**config.mk**
```make
export PLATFORM = sky130hd
export DESIGN_NAME = sys1_snd_ctrl
export DESIGN_NICKNAME = d
export VERILOG_FILES = /design/src/rtl/sys1_pkg.sv /design/src/rtl/sys1_snd_ctrl_edge_det.sv /design/src/rtl/sys1_snd_ctrl.sv
export SDC_FILE = /design/constraint.sdc
export NUM_CORES = 1
export LEC_CHECK = 0
export BUFFER_PORTS_ARGS = -buffer_cell sky130_fd_sc_hd__buf_2
export CORE_UTILIZATION = 50
export CTS_BUF_LIST = sky130_fd_sc_hd__clkbuf_8
export DETAILED_ROUTE_END_ITERATION = 6
export HOLD_SLACK_MARGIN = 0.06
export PLACE_DENSITY = 0.78
export SYNTH_ARGS = -nofsm -noshare
export SYNTH_HDL_FRONTEND = slang
export SYNTH_SLANG_ARGS = --single-unit
```
**constraint.sdc**
```tcl
create_clock -name clk -period 2.19 [get_ports clk]
set_input_delay 0.219 -clock clk [delete_from_list [all_inputs] [get_ports clk]]
set_output_delay 0.219 -clock clk [all_outputs]
set_load 0.02 [all_outputs]
```
**src/rtl/sys1_pkg.sv**
```systemverilog
// Shared definitions for the System 1/2 sound-side controller.
//   irq_state_e  : periodic IRQ handshake state (IDLE -> REQ -> ACK)
//   SND_IRQ_DIV  : default clk_en ticks between periodic IRQs (4 MHz / 60 Hz / 4)
//   addr_hit()   : masked address compare used for the command-latch decode
package sys1_pkg;

    typedef enum logic [1:0] {
        IRQ_IDLE = 2'd0,
        IRQ_REQ  = 2'd1,
        IRQ_ACK  = 2'd2
    } irq_state_e;

    localparam int SND_IRQ_DIV = 16667;

    // True when the address bits selected by mask match the base address.
    function automatic logic addr_hit(input logic [15:0] adr,
                                      input logic [15:0] base,
                                      input logic [15:0] mask);
        return ((adr & mask) == (base & mask));
    endfunction

endpackage

```
**src/rtl/sys1_snd_ctrl_edge_det.sv**
```systemverilog
// Registered rise/fall detector.
//   clk, reset : system clock, synchronous active-high reset
//   d_i        : level input
//   rise_o     : d_i is 1 now and was 0 last cycle
//   fall_o     : d_i is 0 now and was 1 last cycle
module edge_det (
    input  logic clk,
    input  logic reset,
    input  logic d_i,
    output logic rise_o,
    output logic fall_o
);

    logic prev_q;

    // Remember the previous level of d_i.
    always_ff @(posedge clk) begin
        if (reset) begin
            prev_q <= 1'b0;
        end else begin
            prev_q <= d_i;
        end
    end

    assign rise_o = d_i & ~prev_q;
    assign fall_o = ~d_i & prev_q;

endmodule

```
**src/rtl/sys1_snd_ctrl.sv**
```systemverilog
// Sound-CPU interrupt and command-mailbox controller.
//   clk, reset       : system clock, synchronous active-high reset
//   clk_en           : sound-CPU clock enable, paces the IRQ divider
//   main_wr/main_data: main-CPU command write strobe (level) and byte
//   snd_adr/mx/rd    : sound-CPU bus strobes used to decode latch reads
//   intack/nmiack    : sound-CPU interrupt acknowledges (level)
//   intreq/nmireq    : interrupt requests to the sound CPU
//   cmd_oe/cmd_data  : command latch drive enable and latched byte
//   cmd_pending      : a command is waiting to be read
//   cmd_overrun      : sticky, a command was overwritten unread
//   irq_miss         : one-cycle pulse when a periodic tick is dropped
module sys1_snd_ctrl
    import sys1_pkg::*;
#(
    parameter int          IRQ_DIV  = SND_IRQ_DIV,
    parameter logic [15:0] CMD_BASE = 16'hE000,
    parameter logic [15:0] CMD_MASK = 16'hE000
) (
    input  logic        clk,
    input  logic        reset,
    input  logic        clk_en,
    input  logic        main_wr,
    input  logic [7:0]  main_data,
    input  logic [15:0] snd_adr,
    input  logic        snd_mx,
    input  logic        snd_rd,
    input  logic        intack,
    input  logic        nmiack,
    output logic        intreq,
    output logic        nmireq,
    output logic        cmd_oe,
    output logic [7:0]  cmd_data,
    output logic        cmd_pending,
    output logic        cmd_overrun,
    output logic        irq_miss
);

    localparam int             CNT_W    = (IRQ_DIV > 2) ? $clog2(IRQ_DIV) : 1;
    localparam logic [CNT_W-1:0] CNT_LAST = CNT_W'(IRQ_DIV - 1);

    logic             rd_sel_s;
    logic             wr_rise_s;
    logic             ia_rise_s;
    logic             na_rise_s;
    logic             rd_fall_s;
    logic             unused_fall_s;
    logic             unused_rise_s;
    logic             unused_ia_fall_s;
    logic             unused_na_fall_s;
    logic             tick_s;
    logic [CNT_W-1:0] cnt_q;
    logic [CNT_W-1:0] cnt_d;
    irq_state_e       state_q;
    logic             intreq_q;
    logic             irq_miss_q;
    logic             nmireq_q;
    logic             cmd_pending_q;
    logic             cmd_overrun_q;
    logic [7:0]       cmd_data_q;

    assign rd_sel_s = snd_mx & snd_rd & addr_hit(snd_adr, CMD_BASE, CMD_MASK);

    edge_det u_ed_wr (.clk(clk), .reset(reset), .d_i(main_wr),
                      .rise_o(wr_rise_s), .fall_o(unused_fall_s));
    edge_det u_ed_ia (.clk(clk), .reset(reset), .d_i(intack),
                      .rise_o(ia_rise_s), .fall_o(unused_ia_fall_s));
    edge_det u_ed_na (.clk(clk), .reset(reset), .d_i(nmiack),
                      .rise_o(na_rise_s), .fall_o(unused_na_fall_s));
    edge_det u_ed_rd (.clk(clk), .reset(reset), .d_i(rd_sel_s),
                      .rise_o(unused_rise_s), .fall_o(rd_fall_s));

    // Divider next state and terminal-count tick.
    always_comb begin
        tick_s = 1'b0;
        cnt_d  = cnt_q;
        if (clk_en) begin
            if (cnt_q == CNT_LAST) begin
                cnt_d  = {CNT_W{1'b0}};
                tick_s = 1'b1;
            end else begin
                cnt_d = cnt_q + CNT_W'(1);
            end
        end else begin
            cnt_d = cnt_q;
        end
    end

    // Divider register.
    always_ff @(posedge clk) begin
        if (reset) begin
            cnt_q <= {CNT_W{1'b0}};
        end else begin
            cnt_q <= cnt_d;
        end
    end

    // Periodic IRQ handshake; a tick outside IDLE is dropped and flagged.
    always_ff @(posedge clk) begin
        if (reset) begin
            state_q    <= IRQ_IDLE;
            intreq_q   <= 1'b0;
            irq_miss_q <= 1'b0;
        end else begin
            irq_miss_q <= 1'b0;
            case (state_q)
                IRQ_IDLE: begin
                    if (tick_s) begin
                        state_q  <= IRQ_REQ;
                        intreq_q <= 1'b1;
                    end
                end
                IRQ_REQ: begin
                    irq_miss_q <= tick_s;
                    if (ia_rise_s) begin
                        state_q  <= IRQ_ACK;
                        intreq_q <= 1'b0;
                    end
                end
                IRQ_ACK: begin
                    irq_miss_q <= tick_s;
                    // Wait for the acknowledge to drop so a long intack counts once.
                    if (!intack) begin
                        state_q <= IRQ_IDLE;
                    end
                end
                default: begin
                    state_q  <= IRQ_IDLE;
                    intreq_q <= 1'b0;
                end
            endcase
        end
    end

    // Command mailbox; a fresh write always beats a same-cycle clear.
    always_ff @(posedge clk) begin
        if (reset) begin
            cmd_data_q    <= 8'h00;
            cmd_pending_q <= 1'b0;
            cmd_overrun_q <= 1'b0;
            nmireq_q      <= 1'b0;
        end else if (wr_rise_s) begin
            cmd_data_q    <= main_data;
            cmd_pending_q <= 1'b1;
            nmireq_q      <= 1'b1;
            if (cmd_pending_q) begin
                cmd_overrun_q <= 1'b1;
            end
        end else begin
            if (na_rise_s) begin
                nmireq_q <= 1'b0;
            end
            if (rd_fall_s) begin
                cmd_pending_q <= 1'b0;
                cmd_overrun_q <= 1'b0;
            end
        end
    end

    assign intreq      = intreq_q;
    assign irq_miss    = irq_miss_q;
    assign nmireq      = nmireq_q;
    assign cmd_oe      = rd_sel_s;
    assign cmd_data    = cmd_data_q;
    assign cmd_pending = cmd_pending_q;
    assign cmd_overrun = cmd_overrun_q;

endmodule

```
==> results.py <==
metrics = {
    "yosys": {
        "synth_enable_flop_cells": 0,
        "synth.avg_cell_area_um2": 8.878,
        "synth_flop_cell": "dfxtp_1",
        "ys_top_cells_by_area": "dfxtp_1 46%, xnor2_1 5.9%, nand2_1 5.8%",
        "synth_async_sr_flop_share": 0,
        "yosys-top-cells-count": "34 x dfxtp_1, 23 x nand2_1, 19 x nor2_1",
        "synth_top_area_share": 0.4591,
        "synth_seq_cells": 34,
        "yosysUniqueCellTypes": 32,
        "netlist_area_um2": 1483,
        "syn-num-nets": 204,
        "yosysWarnings": 0,
        "synthCells": 167,
        "yosysMostFrequentCell": "dfxtp_1",
        "seq_area_frac_synth": 0.4591,
        "synth_top_area_cell": "dfxtp_1",
    },
    "timing": {
        "fin_worst_skew_ns": 0.003493,
        "period_minus_slack_ns": 1.857,
        "worstMarginPinSlew_ns": 0.6630,
        "slew_headroom": 0.5571,
        "fmax_mhz": 538.4,
        "final-max-slew-violation-count": 0,
        "min_period_over_period": 0.8480,
        "grt_setup_unrepaired": "no",
        "finalSetupViolCount": 0,
        "setup-tns-final_ns": 0,
        "hold_violations": 0,
    },
    "route": {
        "drt-vias-per-instance": 5.191,
        "vias": 1194,
        "drt-pass1-iter-count": 4,
        "postRouteAntennaNets": 0,
        "wirelength_um": 2769,
        "remaining_drc_errors": 0,
        "wire_per_inst_um": 12.04,
        "first_iter_violations": 26,
    },
    "grt": {
        "grt_pass1_vias": 1209,
        "grt_usage": 0.1914,
        "grt_max_degree": 21,
        "grt_pass1_wl_um": 4781,
        "antenna_found_initial": 0,
        "overflow": 0,
    },
    "die": {
        "dieArea_um2": 3187,
        "placeableCoreArea_um2": 2781,
        "initial_core_util": 0.5331,
        "fp-row-count": 19,
        "die_h_um": 56.46,
        "die_width_um": 56.46,
        "pin_count": 46,
    },
    "clocking": {
        "h-tree-depth": 2,
        "clock-sinks": 34,
        "clkTransAtPathRegs_ns": 0.06,
        "cts-buffers-inserted": 5,
        "root_buffer": "clkbuf_8",
        "postCtsResizedCells": 0,
        "post-cts-setup-buffers": 0,
        "cts_tree": "yes",
        "clock_latency_ns": 0.28,
        "cts_hold_buffers": 0,
        "clk_path_buf_depth": 2,
    },
    "pwr": {
        "leakagePower_nw": 0.6984,
        "total_power_mw": 1.159,
        "power_density_nw_per_um2": 679.5,
        "irDropWorstVdd_v": 0.0005743,
    },
    "place": {
        "hpwlAfterDp_um": 2107,
        "place_inst": 223,
        "port_buffers": 32,
        "place.gp.congestion": 0.8050,
    },
    "final_layout": {
        "drive_above_1_share": 0.2211,
        "area_growth_pct": 15.02,
        "final_nets": 236,
        "instances_no_fill": 230,
        "n_antenna_cell": 0,
    },
    "critical_path": {
        "worst_setup_path_end_kind": "flop",
        "reg2reg_depth": 6,
        "arrival_ns": 2.00,
        "path_class": "flop to flop",
        "crit_fanout": 15,
        "required_ns": 2.33,
        "startpoint_type": "flop",
    },
    "worst_hold_path": {
        "worstHoldPathCells": 3,
        "hold_path.class": "input port to flop",
    },
    "job": {
        "drv_cap": 0,
    },
    "outcome": {
        "outcome": "completed",
    },
}
==> state kept, by name (all words and copies together) (netlist names) <==
signal,flops
state_q,2
u_ed_rd.prev_q,1
cmd_data,8
cmd_pending,1
cmd_overrun,1
intreq,1
u_ed_na.prev_q,1
u_ed_ia.prev_q,1
irq_miss,1
cnt_q,15
u_ed_wr.prev_q,1
nmireq,1
==> metal layers <==
layer  share of wire  global-route usage  vias up
met5               0                   0        -
met4           0.013              0.1115        0
met3           0.025             0.04839        6
met2            0.50              0.3193       15
met1            0.47              0.2197      539
li1                -                   -      634
==> path summary, 6_finish.rpt <==
kind / slack, ns / startpoint / endpoint
min: 0.18 / main_data[3] / cmd_data[3]
max reg2reg: 0.33 / cnt_q[0] / cnt_q[9]
max: 0.33 / cnt_q[0] / cnt_q[9]
min reg2reg: 0.45 / cmd_data[2] / cmd_data[2]
==> placed cells by master (no fill, tap or decap), types with 2 or more instances in the layout <==
cell / count
a21oi_1: 15
nand2b_1: 2
o21ai_0: 4
nor4_1: 4
clkbuf_8: 5
nand4_1: 5
xor2_1: 4
inv_1: 9
and4_4: 2
a211oi_1: 2
xnor2_1: 10
nor2_1: 19
buf_2: 32
nor3_1: 5
nand3_1: 4
ha_1: 5
nor2b_1: 3
dfxtp_1: 34
nand2_1: 23
==> kinds of logic after synthesis <==
| group | after synthesis | synth area share |
|---|---|---|
| AO/OA/AOI/OAI | 25 | 0.09958 |
| XOR/XNOR | 14 | 0.08270 |
| flip-flops | 34 | 0.4591 |
| adder cells (fa/ha/maj) | 5 | 0.04219 |
| buffers and inverters | 14 | 0.05316 |
| AND/OR/NAND/NOR | 75 | 0.2633 |
==> worst max-delay path, stage by stage (launching register included) <==
cell	delay, ns
dfxtp_1	0.35
inv_1	0.08
ha_1	0.15
nor3b_1	0.31
and4_4	0.29
or2_1	0.42
nor2_1	0.11
==> cell type report <==
cell class,count,area (um2)
clock buffer,5,68.82
timing repair buffer,32,160.2
sequential,34,680.7
multi-input combinational,119,723.2
inverter,7,26.28
fill,243,1076
tap,31,38.79
clock inverter,2,7.507
==> power breakdown <==
part	switching (mW)	internal, mW	leakage, nW
logic	0.0598	0.0383	0.375
registers	0.0127	0.638	0.277
clock network	0.201	0.209	0.0466
total	0.274	0.885	0.698
==> stage by stage <==
step                hold slack, ns  area, um2  setup slack (ns)  utilization
floorplan                   0.3472       1483            0.6643            -
global placement            0.4394       1629            0.4290       0.5857
detailed placement          0.4475       1629            0.3214       0.5857
CTS                         0.1736       1705            0.3033       0.6131
global route                0.1813       1705            0.1329       0.6131
finish                      0.1788       1705            0.3328       0.6131
Note: power is estimated with default switching activity, not from simulation.
